<file path="src/rtl/multi_region_tracker_if.sv">
// Pixel-stream input and per-frame statistics output bundle for multi_region_tracker.
interface multi_region_tracker_if #(
  parameter int N_REGIONS = 4
);
  localparam int IDX_W = (N_REGIONS > 1) ? $clog2(N_REGIONS) : 1;

  logic                 pix_valid;
  logic [9:0]           pix_x;
  logic                 pix_hit;
  logic                 frame_end;
  logic [N_REGIONS-1:0] region_active;
  logic [IDX_W-1:0]     winner_idx;
  logic                 winner_valid;
  logic [9:0]           centroid_x;
  logic                 centroid_valid;
  logic                 stats_valid;
  logic                 busy;
  logic                 overrun;

  modport master (
    output pix_valid, pix_x, pix_hit, frame_end,
    input  region_active, winner_idx, winner_valid, centroid_x, centroid_valid,
           stats_valid, busy, overrun
  );
  modport slave (
    input  pix_valid, pix_x, pix_hit, frame_end,
    output region_active, winner_idx, winner_valid, centroid_x, centroid_valid,
           stats_valid, busy, overrun
  );
endinterface

</file>
<file path="src/rtl/multi_region_tracker.sv">
// Per-strip colour-hit counting with frame snapshot, serial centroid divider,
// winner selection and per-strip hysteresis on detection.
module region_lane #(
  parameter int CNT_W       = 17,
  parameter int THRESH      = 400,
  parameter int HOLD_FRAMES = 3
) (
  input  logic             clk,
  input  logic             rst,
  input  logic             hit,
  input  logic             snap,
  input  logic             take,
  input  logic             upd,
  output logic [CNT_W-1:0] shadow_cnt,
  output logic             active
);
  localparam int HW = (HOLD_FRAMES > 1) ? $clog2(HOLD_FRAMES + 1) : 1;

  logic [CNT_W-1:0] live, live_inc;
  logic [HW-1:0]    hold;
  logic             det;

  assign live_inc = (hit && !(&live)) ? live + 1'b1 : live;
  assign det      = shadow_cnt >= CNT_W'(THRESH);

  always_ff @(posedge clk) begin
    if (rst) begin
      live       <= '0;
      shadow_cnt <= '0;
      hold       <= '0;
      active     <= 1'b0;
    end else begin
      live <= snap ? '0 : live_inc;
      if (take) shadow_cnt <= live_inc;
      // Disagreeing frames accumulate; one agreeing frame resets the run.
      if (upd) begin
        if (det != active) begin
          if (hold == HW'(HOLD_FRAMES - 1)) begin
            active <= ~active;
            hold   <= '0;
          end else begin
            hold <= hold + 1'b1;
          end
        end else begin
          hold <= '0;
        end
      end
    end
  end
endmodule

module multi_region_tracker #(
  parameter int H_RES       = 640,
  parameter int N_REGIONS   = 4,
  parameter int CNT_W       = 17,
  parameter int SUM_W       = 28,
  parameter int THRESH      = 400,
  parameter int HOLD_FRAMES = 3
) (
  input  logic                     clk,
  input  logic                     rst,
  multi_region_tracker_if.slave    bus
);
  localparam int STRIP_W = H_RES / N_REGIONS;
  localparam int IDX_W   = (N_REGIONS > 1) ? $clog2(N_REGIONS) : 1;
  localparam int STEP_W  = $clog2(SUM_W + 1);

  typedef enum logic [1:0] {IDLE, DIVIDE, UPDATE} state_t;
  state_t state, state_nxt;

  logic                 hit_ok, snap, take, upd;
  logic [31:0]          px;
  logic [N_REGIONS-1:0] strip_hit, act;
  logic [N_REGIONS-1:0][CNT_W-1:0] shadow_cnt;

  logic [CNT_W-1:0] tot, tot_inc, shadow_tot;
  logic [SUM_W-1:0] sum, sum_inc, shadow_sum;
  logic [SUM_W:0]   sum_add;

  logic [SUM_W-1:0] quo;
  logic [CNT_W-1:0] rem;
  logic [CNT_W:0]   rem_sh, rem_diff;
  logic             rem_ge;
  logic [STEP_W-1:0] step;

  logic [IDX_W-1:0] win_idx, win_idx_q;
  logic             win_vld, win_vld_q;
  logic [CNT_W-1:0] win_cnt;
  logic [9:0]       cent_q;
  logic             cent_vld_q, stats_q, overrun_q;

  assign px     = {22'd0, bus.pix_x};
  assign hit_ok = bus.pix_valid && bus.pix_hit && (px < 32'(H_RES));
  assign snap   = bus.frame_end;
  assign take   = bus.frame_end && (state == IDLE);
  assign upd    = (state == UPDATE);

  // Strip select by range compare; each lane sees only its own hits.
  for (genvar i = 0; i < N_REGIONS; i++) begin : g_lane
    assign strip_hit[i] = hit_ok && (px >= 32'(i * STRIP_W)) && (px < 32'((i + 1) * STRIP_W));
    region_lane #(.CNT_W(CNT_W), .THRESH(THRESH), .HOLD_FRAMES(HOLD_FRAMES)) u_lane (
      .clk(clk), .rst(rst), .hit(strip_hit[i]), .snap(snap), .take(take), .upd(upd),
      .shadow_cnt(shadow_cnt[i]), .active(act[i])
    );
  end

  assign tot_inc = (hit_ok && !(&tot)) ? tot + 1'b1 : tot;
  assign sum_add = {1'b0, sum} + (SUM_W + 1)'(bus.pix_x);
  assign sum_inc = !hit_ok ? sum : (sum_add[SUM_W] ? '1 : sum_add[SUM_W-1:0]);

  // Restoring divider: one quotient bit per DIVIDE cycle, MSB first.
  assign rem_sh   = {rem, quo[SUM_W-1]};
  assign rem_ge   = rem_sh >= {1'b0, shadow_tot};
  assign rem_diff = rem_sh - {1'b0, shadow_tot};

  always_comb begin
    win_idx = '0;
    win_vld = 1'b0;
    win_cnt = '0;
    for (int i = 0; i < N_REGIONS; i++) begin
      if (shadow_cnt[i] >= CNT_W'(THRESH) && (!win_vld || shadow_cnt[i] > win_cnt)) begin
        win_idx = IDX_W'(i);
        win_vld = 1'b1;
        win_cnt = shadow_cnt[i];
      end
    end
  end

  always_comb begin
    state_nxt = state;
    case (state)
      IDLE:    if (bus.frame_end) state_nxt = DIVIDE;
      DIVIDE:  if (step == STEP_W'(SUM_W - 1)) state_nxt = UPDATE;
      UPDATE:  state_nxt = IDLE;
      default: state_nxt = IDLE;
    endcase
  end

  always_ff @(posedge clk) begin
    if (rst) state <= IDLE;
    else     state <= state_nxt;
  end

  always_ff @(posedge clk) begin
    if (rst) begin
      tot        <= '0;
      sum        <= '0;
      shadow_tot <= '0;
      shadow_sum <= '0;
      quo        <= '0;
      rem        <= '0;
      step       <= '0;
      win_idx_q  <= '0;
      win_vld_q  <= 1'b0;
      cent_q     <= '0;
      cent_vld_q <= 1'b0;
      stats_q    <= 1'b0;
      overrun_q  <= 1'b0;
    end else begin
      tot     <= snap ? '0 : tot_inc;
      sum     <= snap ? '0 : sum_inc;
      stats_q <= 1'b0;
      if (snap && state != IDLE) overrun_q <= 1'b1;
      if (take) begin
        shadow_tot <= tot_inc;
        shadow_sum <= sum_inc;
        quo        <= sum_inc;
        rem        <= '0;
        step       <= '0;
      end
      if (state == DIVIDE) begin
        rem  <= rem_ge ? rem_diff[CNT_W-1:0] : rem_sh[CNT_W-1:0];
        quo  <= {quo[SUM_W-2:0], rem_ge};
        step <= step + 1'b1;
      end
      if (upd) begin
        stats_q    <= 1'b1;
        win_idx_q  <= win_idx;
        win_vld_q  <= win_vld;
        cent_vld_q <= (shadow_tot != '0);
        if (shadow_tot != '0) cent_q <= quo[9:0];
      end
    end
  end

  assign bus.region_active  = act;
  assign bus.winner_idx     = win_idx_q;
  assign bus.winner_valid   = win_vld_q;
  assign bus.centroid_x     = cent_q;
  assign bus.centroid_valid = cent_vld_q;
  assign bus.stats_valid    = stats_q;
  assign bus.busy           = (state != IDLE);
  assign bus.overrun        = overrun_q;
endmodule

</file>
<file path="src/flat_wrapper.sv">
// flat-port wrapper written by rule: the top's interface ports become plain ports
module multi_region_tracker_flat 
#(
  parameter int H_RES       = 640,
  parameter int N_REGIONS   = 4,
  parameter int CNT_W       = 17,
  parameter int SUM_W       = 28,
  parameter int THRESH      = 400,
  parameter int HOLD_FRAMES = 3
)
  (clk, rst, bus_pix_valid, bus_pix_x, bus_pix_hit, bus_frame_end, bus_region_active, bus_winner_idx, bus_winner_valid, bus_centroid_x, bus_centroid_valid, bus_stats_valid, bus_busy, bus_overrun);
  multi_region_tracker_if #(.N_REGIONS(N_REGIONS)) bus_i ();
  input  logic clk;
  input  logic rst;
  input wire logic [$bits(bus_i.pix_valid)-1:0] bus_pix_valid;
  input wire logic [$bits(bus_i.pix_x)-1:0] bus_pix_x;
  input wire logic [$bits(bus_i.pix_hit)-1:0] bus_pix_hit;
  input wire logic [$bits(bus_i.frame_end)-1:0] bus_frame_end;
  output wire logic [$bits(bus_i.region_active)-1:0] bus_region_active;
  output wire logic [$bits(bus_i.winner_idx)-1:0] bus_winner_idx;
  output wire logic [$bits(bus_i.winner_valid)-1:0] bus_winner_valid;
  output wire logic [$bits(bus_i.centroid_x)-1:0] bus_centroid_x;
  output wire logic [$bits(bus_i.centroid_valid)-1:0] bus_centroid_valid;
  output wire logic [$bits(bus_i.stats_valid)-1:0] bus_stats_valid;
  output wire logic [$bits(bus_i.busy)-1:0] bus_busy;
  output wire logic [$bits(bus_i.overrun)-1:0] bus_overrun;
  assign bus_i.pix_valid = bus_pix_valid;
  assign bus_i.pix_x = bus_pix_x;
  assign bus_i.pix_hit = bus_pix_hit;
  assign bus_i.frame_end = bus_frame_end;
  assign bus_region_active = bus_i.region_active;
  assign bus_winner_idx = bus_i.winner_idx;
  assign bus_winner_valid = bus_i.winner_valid;
  assign bus_centroid_x = bus_i.centroid_x;
  assign bus_centroid_valid = bus_i.centroid_valid;
  assign bus_stats_valid = bus_i.stats_valid;
  assign bus_busy = bus_i.busy;
  assign bus_overrun = bus_i.overrun;
  multi_region_tracker #(.H_RES(H_RES), .N_REGIONS(N_REGIONS), .CNT_W(CNT_W), .SUM_W(SUM_W), .THRESH(THRESH), .HOLD_FRAMES(HOLD_FRAMES)) u_core (.clk(clk), .rst(rst), .bus(bus_i));
endmodule
</file>
<file path="config.mk">
export PLATFORM = sky130hd
export DESIGN_NAME = multi_region_tracker_flat
export DESIGN_NICKNAME = d
export VERILOG_FILES = /design/src/rtl/multi_region_tracker_if.sv /design/src/rtl/multi_region_tracker.sv /design/src/flat_wrapper.sv
export SDC_FILE = /design/constraint.sdc
export NUM_CORES = 1
export LEC_CHECK = 0
export BUFFER_PORTS_ARGS = -buffer_cell sky130_fd_sc_hd__buf_2
export CAP_MARGIN = 10
export CORE_MARGIN = 4
export CORE_UTILIZATION = 63
export CTS_CLUSTER_SIZE = 30
export DETAILED_ROUTE_END_ITERATION = 7
export PLACE_DENSITY_LB_ADDON = 0.12
export SYNTH_ARGS = -nofsm -noshare
export SYNTH_HDL_FRONTEND = slang
export SYNTH_SLANG_ARGS = --single-unit
</file>
<file path="constraint.sdc">
create_clock -name clk -period 7.21 [get_ports clk]
set_input_delay 1.0815 -clock clk [delete_from_list [all_inputs] [get_ports clk]]
set_output_delay 1.0815 -clock clk [all_outputs]
set_load 0.05 [all_outputs]
</file>
==> results.md, run 1 <==
Run status:
- The flow ran to the end, and the final reports show no timing, DRC or antenna violations.

Detailed routing:
- The length of the first detailed-routing pass in iterations is 5.
- The total wire length is 32600 µm.
- The routed layout has 11.6k vias.
- The count of nets left with antenna violations once routing finished came out at 0.
- The count of routing violations after the opening detailed-route iteration is 717.
- The total DRC errors in the routed layout is 0.
- The number of vias per cell is 6.03.
- The mean routed wirelength per cell is 17.0 µm.

STA:
- The achievable clock frequency is 149 MHz.
- At the pin with the least slew margin, the transition time is 1.13 ns.
- The worst hold margin is 0.455 ns.
- The maximum clock skew at final layout is 0.0227 ns.
- Measured against its own limit, the worst slew margin works out to 0.247.
- Of the available clock period, the critical path in the final layout requires 0.930.
- The final number of max-transition violations is 0.
- Setup violations remaining at the end of the flow were counted as 0.
- The final-layout setup total negative slack is 0 ns.
- The number of hold violations in the final report came to 0.
- Counting I/O delays and the setup requirement, the final critical path takes 6.71 ns.
- Setup repair after global routing left no endpoint under its margin.
- Setup slack on the critical path of the routed design comes to 0.502 ns.

Die:
- For this configuration, the core starts out at a cell density of 0.642.
- For this design the top-level I/O count stands at 36.
- The height of the die is 157 µm.
- The number of standard-cell rows in the floorplan is 54.
- The core footprint is 21800 µm².
- The overall die area is 24700 µm².
- The horizontal extent of the die is 157 µm.

Pwr:
- The design draws 4.19 mW.
- The highest ir drop seen on vdd is 0.212 mV.
- The leakage power summed over all cells is 6.00 nW.
- The total power divided by cell area is 273 nW/µm².

Synthesis:
- After synthesis, the largest family of logic cells by area is simple AND/OR/NAND/NOR gates.
- The compound-cell area share of the yosys netlist is 0.181.
- By area the synthesized netlist is led by dfxtp_1 (40%), nor2_1 (8.7%), ha_1 (8.0%), a211oi_1 (5.1%), xnor2_1 (3.6%).
- The most area-hungry cell type in the Yosys netlist is dfxtp_1.
- The total standard cell area after synthesis is 14000 µm².
- Yosys mapped the design onto 83 distinct sky130hd cell types.
- In this run, synthesis produced a sequential element count of 278.
- Of the post-synthesis cell area, the part taken by muxes is 0.0280.
- The share of async-settable or async-resettable flops after synthesis is 0.
- The number of enable-type register cells in the synthesized netlist is 0.
- Among all flip-flop cells after synthesis, the most frequent one is dfxtp_1.
- The area share of and/or/nand/nor cells after synthesis is 0.205.
- Of the post-synthesis cell area, the dominant cell type holds 0.397.
- The post-synthesis sequential area ratio is 0.397.
- Yosys printed 0 warnings.
- The number of nets in the synthesized netlist is 1732.
- The share of the synthesized netlist area taken by xor and xnor gates is 0.0694.
- In this run the mean area of a mapped cell was 8.61 µm².
- Synthesis handed over a netlist of 1626 instances.
- Of the total synthesized cell area, the portion taken by full adders, half adders and majority gates is 0.0824.

Finish:
- The number of standard cells in the layout, taps in and fillers out is 1919.
- The final core area utilization is 0.702.
- At the end of the flow, the number of nets in the layout was 1725.
- The total inserted antenna cells is 0.
- With fillers left out, the area of the finished cells amounts to 15300 µm².
- The ratio of cells with drive above 1 in the final layout is 0.0781.
- Relative to the synthesized area, the layout overhead comes to 9.37%.

Critical path:
- On the worst path, the slowest cell contributes a delay of 0.56 ns.
- The path type of the worst setup path is register to register.
- The element type at the critical path end is a register.
- The startpoint type of the worst setup path is a register.
- The arrival time of the worst setup path is 7.09 ns.
- The slowest cell on the critical path is a2111oi_0.
- The required time of the worst setup path is 7.59 ns.
- Along the worst path, the maximum fanout reaches 17.

Placed design:
- The placed wire-length estimate is 22900 µm.
- The number of port buffers is 35.
- Summing all placed instances gives a cell area of 14300 µm².
- In this run, placement finished with an instance count of 1867.
- Prior to clock tree synthesis, the placed netlist has a worst setup slack of 0.695 ns.
- Routability-driven placement finished with a final weighted congestion of 0.923.

CTS:
- For this design, the CTS-stage hold fixing added 0 buffers.
- The CTS tree is done.
- The post-CTS setup buffer count is 0.
- The number of buffers created by CTS is 29.
- CTS built an H-tree with a depth of 1.
- Counting along the longest clock path gives a buffer depth of 3.
- The clock transition time at the flip-flop clock pins of the worst setup and hold paths is 0.06 ns.
- The root buffer cell chosen for the clock tree is clkbuf_16.
- Clock latency on the worst-skew pair, taken at its later pin, is 0.55 ns.
- The count of instances resized after the clock tree is built is 0.
- Counting every sink on the clock net gives 278.

GRT:
- The via count of the first global-routing pass is 10.8k.
- Entering global routing, the biggest net connects 103 pins.
- Across every metal layer, demand over resource in global routing totals 0.262.
- The final global-route overflow total is 0.
- The wire length of the first global-routing pass is 54000 µm.
- The number of antenna violations at the first check in global routing came to 0.

Job:
- The max capacitance violation total is 0.

Worst hold path:
- The type of the most critical hold path is register to register.
metal layers:
metal  vias to the layer above  part of all wire  track usage
li1                       5809                 -            -
met1                      5461              0.48        0.378
met2                       232              0.45        0.414
met3                        64             0.049       0.0399
met4                         0             0.026       0.0692
met5                         -                 0            0
report_power, final:
group | leakage (nW) | internal [mW] | switching, mW | total (mW)
Clock | 0.506 | 0.969 | 0.607 | 1.58
Combinational | 3.24 | 0.401 | 0.556 | 0.957
Sequential | 2.26 | 1.59 | 0.0605 | 1.65
worst max-delay path, delay by kind of cell, from the launching register on:
family                   cells  cell delay [ns]
AO/OA/AOI/OAI               18             4.40
AND/OR/NAND/NOR              7             0.72
buffers and inverters        1             0.20
flip-flops                   1             0.34
adder cells (fa/ha/maj)      3             0.87
cells in the mapped netlist, types with 42 or more instances:
library cell	n
dfxtp_1	278
nand2_1	86
xor2_1	53
ha_1	89
a211oi_1	95
nor2_1	324
inv_1	43
nand3_1	49
clkbuf_1	64
a22oi_1	42
xnor2_1	58
a21oi_1	59
cell usage in the layout (no fill, tap or decap), types with 4 or more instances in the layout:
master / synthesis / routed
a22oi_1: 42 / 42
o311ai_0: 4 / 4
or3_1: 7 / 7
clkbuf_16: 0 / 29
nand2b_1: 11 / 11
buf_2: 8 / 34
bufinv_16: 0 / 4
ha_1: 89 / 89
buf_4: 5 / 10
o31ai_1: 4 / 4
o21ai_0: 38 / 38
nand4_1: 34 / 34
mux2i_1: 38 / 38
nand2_1: 86 / 86
nor2_1: 324 / 323
a21o_1: 35 / 35
and4_1: 5 / 5
o22ai_1: 17 / 17
xor2_1: 53 / 53
a31oi_1: 6 / 6
nor4_1: 16 / 16
o211ai_1: 6 / 6
a211oi_1: 95 / 95
o21a_1: 7 / 7
inv_1: 43 / 43
and3_1: 28 / 28
a21oi_1: 59 / 59
nor2b_1: 13 / 12
or2_2: 5 / 4
nor3_1: 15 / 14
xnor2_1: 58 / 58
clkbuf_8: 0 / 9
dfxtp_1: 278 / 278
nand3_1: 49 / 49
a22o_1: 5 / 5
cell type report:
cell class / count / area [µm²]
clock buffer: 40 / 857
clock inverter: 11 / 169
fill: 1766 / 6510
inverter: 43 / 161
multi-input combinational: 1222 / 7950
sequential: 278 / 5570
tap: 280 / 350
timing repair buffer: 45 / 256
state kept, by name, indices dropped and copies added (netlist names):
name and cells:
u_core.bus.centroid_valid 1, u_core.bus.centroid_x 10, u_core.bus.overrun 1, u_core.bus.stats_valid 1
u_core.bus.winner_idx 2, u_core.bus.winner_valid 1, u_core.g_lane.u_lane.active 4, u_core.g_lane.u_lane.hold 8
u_core.g_lane.u_lane.live 68, u_core.g_lane.u_lane.shadow_cnt 68, u_core.quo 28, u_core.rem 17
u_core.shadow_tot 17, u_core.state 2, u_core.step 5, u_core.sum 28
u_core.tot 17
final timing paths:
| check | depth (start not counted) | slack, ns | startpoint | end |
|---|---|---|---|---|
| worst max-delay path | 29 | 0.50 | u_core.g_lane[0].u_lane.shadow_cnt[4] | u_core.bus.winner_idx[0] |
| worst min-delay path | 2 | 0.46 | u_core.bus.centroid_valid | u_core.bus.centroid_valid |
| worst min register to register | 2 | 0.46 | u_core.bus.centroid_valid | u_core.bus.centroid_valid |
| worst max register to register | 29 | 0.50 | u_core.g_lane[0].u_lane.shadow_cnt[4] | u_core.bus.winner_idx[0] |
logic make-up after synthesis:
| group | after synthesis |
|---|---|
| XOR/XNOR | 111 |
| AO/OA/AOI/OAI | 361 |
| flip-flops | 278 |
| AND/OR/NAND/NOR | 620 |
| adder cells (fa/ha/maj) | 91 |
| buffers and inverters | 126 |
| multiplexers | 39 |
Power figures use the tool's default switching activity.
==> run 2, diff against run 1 <==
- PLACE_DENSITY: default -> 0.78
- PLACE_DENSITY_LB_ADDON: 0.12 -> default
- RECOVER_POWER: default -> 25
==> run 2 against run 1 <==
Effect of this change:
- cell area down 0.90%
- hold slack better by 0.0014 ns
- the run now ends with capacitance limit, slew limit left
- clock-buffer cell count down 1
- non-clock buffer count decreased by 1
- sequential share of layout area increased by 0.33 points
- cell count hardly changed
- combinational power barely moved
- sequential cell count is the same
==> results.md, run 2 (same netlist as run 1, synthesis figures left out) <==
Detailed routing:
- Dividing the detail-routed via count by the number of cells gives 5.99.
- After detailed routing, the number of remaining DRC violations is 0.
- The length of the first detailed-routing pass in iterations is 5.
- In the final routed layout, each cell accounts on average for 16.9 µm.
- Wires add up to 32500 µm.
- The detail route stage leaves a number of antenna-violating nets equal to 0.
- The total vias in the final route is 11.5k.
- In this run, the number of DRC markers left after iteration 0 of detailed routing was 723.

Critical path:
- For the worst setup path, the data required time is 7.65 ns.
- The worst setup path is launched from a register.
- STA puts the critical path data arrival time at 7.02 ns.
- The largest individual stage delay along the critical path comes from the cell nor4_1.
- Along the worst path, the maximum fanout reaches 23.
- In this design, the stage delay of the slowest critical-path cell is 0.47 ns.
- The dominant cell type by count on the critical path is ha_1.
- The critical path in this run is classified as register to register.
- The worst setup path is captured at a register.

CTS:
- After clock tree synthesis, the clock-pin slew on the worst setup and hold paths is 0.07 ns.
- The number of clock sinks seen by CTS is 278.
- The number of H-tree levels is 1.
- The CTS tree is done.
- In this run the post-CTS setup repair buffer count came out at 0.
- No sink is reached through more buffers than the 3 on the longest clock path.
- The number of buffers created by CTS is 28.
- Clock tree synthesis selected as its root buffer the cell clkbuf_16.
- The later pin in the worst-skew pair is clocked with a latency of 0.54 ns.
- The hold-fix buffer count after cts is 0.

STA:
- Setup repair after global routing left no endpoint under its margin.
- The transition time at the pin with the least slew margin is 2.67 ns.
- Setup violations remaining at the end of the flow were counted as 0.
- The number of hold violations in the final report was 0.
- The final number of max-transition violations was 168.
- The maximum clock skew at final layout is 0.0114 ns.
- Measured against its own limit, the worst slew margin works out to -0.783.
- The achievable clock frequency is 152 MHz.
- Setup total negative slack on the finished layout was measured at 0 ns.
- The time the final worst path needs with I/O delays and setup is 6.58 ns.
- Dividing the final minimum period by the clock period gives 0.912.

Die:
- The number of standard-cell rows in the floorplan is 54.
- After floorplanning, the core was sized to cover 21800 µm².
- For this configuration, the core starts out at a cell density of 0.642.
- The horizontal extent of the die is 157 µm.
- The die is 157 µm tall.
- The number of placed I/O pins is 36.
- The floorplan step defined a die boundary enclosing 24700 µm².

Pwr:
- The highest ir drop seen on vdd is 0.190 mV.
- Total power for the finished layout comes to 4.04 mW.
- The total power divided by cell area is 266 nW/µm².
- In this run the static leakage power is 5.85 nW.

Placed design:
- The final weighted congestion in routability-driven placement is 0.957.
- In this run the tool buffered the top-level ports with 35 buffer cells.
- Summed over all nets, the half-perimeter wirelength after detailed placement is 23100 µm.

Run status:
- The flow ran to the end, but the final reports show violations.
- The final reports fail on capacitance limit, slew limit.

Finish:
- In the layout the commonest cells are nor2_1 (323), dfxtp_1 (278), a211oi_1 (95).
- The net total in the final layout is 1723.
- The ratio of cells with drive above 1 in the final layout is 0.0629.
- From synthesis to final layout, the design area changed by 8.38%.
- The largest registers in the layout are u_core.g_lane.u_lane.live x68, u_core.g_lane.u_lane.shadow_cnt x68.
- The number of antenna diodes in the final layout is 0.
- The layout has 1772 filler cells.
- The library cell used most frequently in the layout, excluding fill and tap cells, is nor2_1.

Job:
- The max capacitance violation total is 3.

Worst hold path:
- The type of the most critical hold path is register to register.

GRT:
- The pin count of the biggest net entering global routing is 109.
- In the global route stage, overall resource usage came out at 0.263.
- The number of antenna violations at the first check in global routing is 0.
- The wire length of the first global-routing pass is 54000 µm.
- The via count of the first global-routing pass came to 10.8k.
- The final global-route overflow total is 0.
[run 2: changes by cell type in the layout (fill, tap and decap cells not counted), moves of 3 or more]
cell	delta
buf_2	-21
buf_4	-3
bufinv_16	-3
clkbuf_1	+24
clkbuf_8	-3
clkinv_2	+5
[run 2: path summary, 6_finish.rpt]
| path | start | to | slack, ns | depth (start not counted) |
|---|---|---|---|---|
| max | u_core.g_lane[0].u_lane.shadow_cnt[9] | u_core.bus.winner_idx[1] | 0.63 | 29 |
| min | u_core.bus.centroid_valid | u_core.bus.centroid_valid | 0.46 | 2 |
| max reg2reg | u_core.g_lane[0].u_lane.shadow_cnt[9] | u_core.bus.winner_idx[1] | 0.63 | 29 |
| min reg2reg | u_core.bus.centroid_valid | u_core.bus.centroid_valid | 0.46 | 2 |
[run 2: layout make-up]
cell class / count / area, µm² / share of cell area
Tap cell: 280 / 350 / 0.0231
Multi-Input combinational cell: 1222 / 7960 / 0.525
Inverter: 43 / 161 / 0.0106
Clock buffer: 39 / 823 / 0.0543
Sequential cell: 278 / 5570 / 0.367
Clock inverter: 12 / 93.8 / 0.00618
Timing Repair Buffer: 44 / 216 / 0.0143
[run 2: critical path: cells and delay by family (launching register included)]
kind,cells,cell delay (ns)
compound gates,14,3.13
fa+ha+maj,3,0.87
simple gates,10,1.76
flops,1,0.34
buf+inv,2,0.37
[run 2: layer usage]
metal	global-route usage	part of all wire	wire [µm]
met3	0.0333	0.047	1530
met5	0	0	0
met4	0.0578	0.019	627
met2	0.424	0.45	14700
met1	0.381	0.48	15600
[run 2: power breakdown]
| part | switching [mW] | internal (mW) |
|---|---|---|
| logic | 0.555 | 0.402 |
| clock network | 0.599 | 0.831 |
| registers | 0.0606 | 1.59 |
[run 2: through the flow]
step | worst slack [ns] | util | hold slack [ns] | cell area, µm² | cells
finish | 0.632 | 0.695 | 0.456 | 15200 | 1918
detailed placement | 0.579 | 0.654 | 0.448 | 14300 | 1866
CTS | 0.565 | 0.696 | 0.459 | 15200 | 1917
global placement | 0.733 | 0.654 | 0.444 | 14300 | 1866
floorplan | 1.40 | - | 0.440 | 14000 | 1626
global route | 0.0479 | 0.695 | 0.490 | 15200 | 1918
[run 2: what timing repair did]
action                                 4_1_cts  5_1_grt
resized for setup                            0        2
setup endpoints to repair                    0        2
endpoints found under the hold margin        0        0
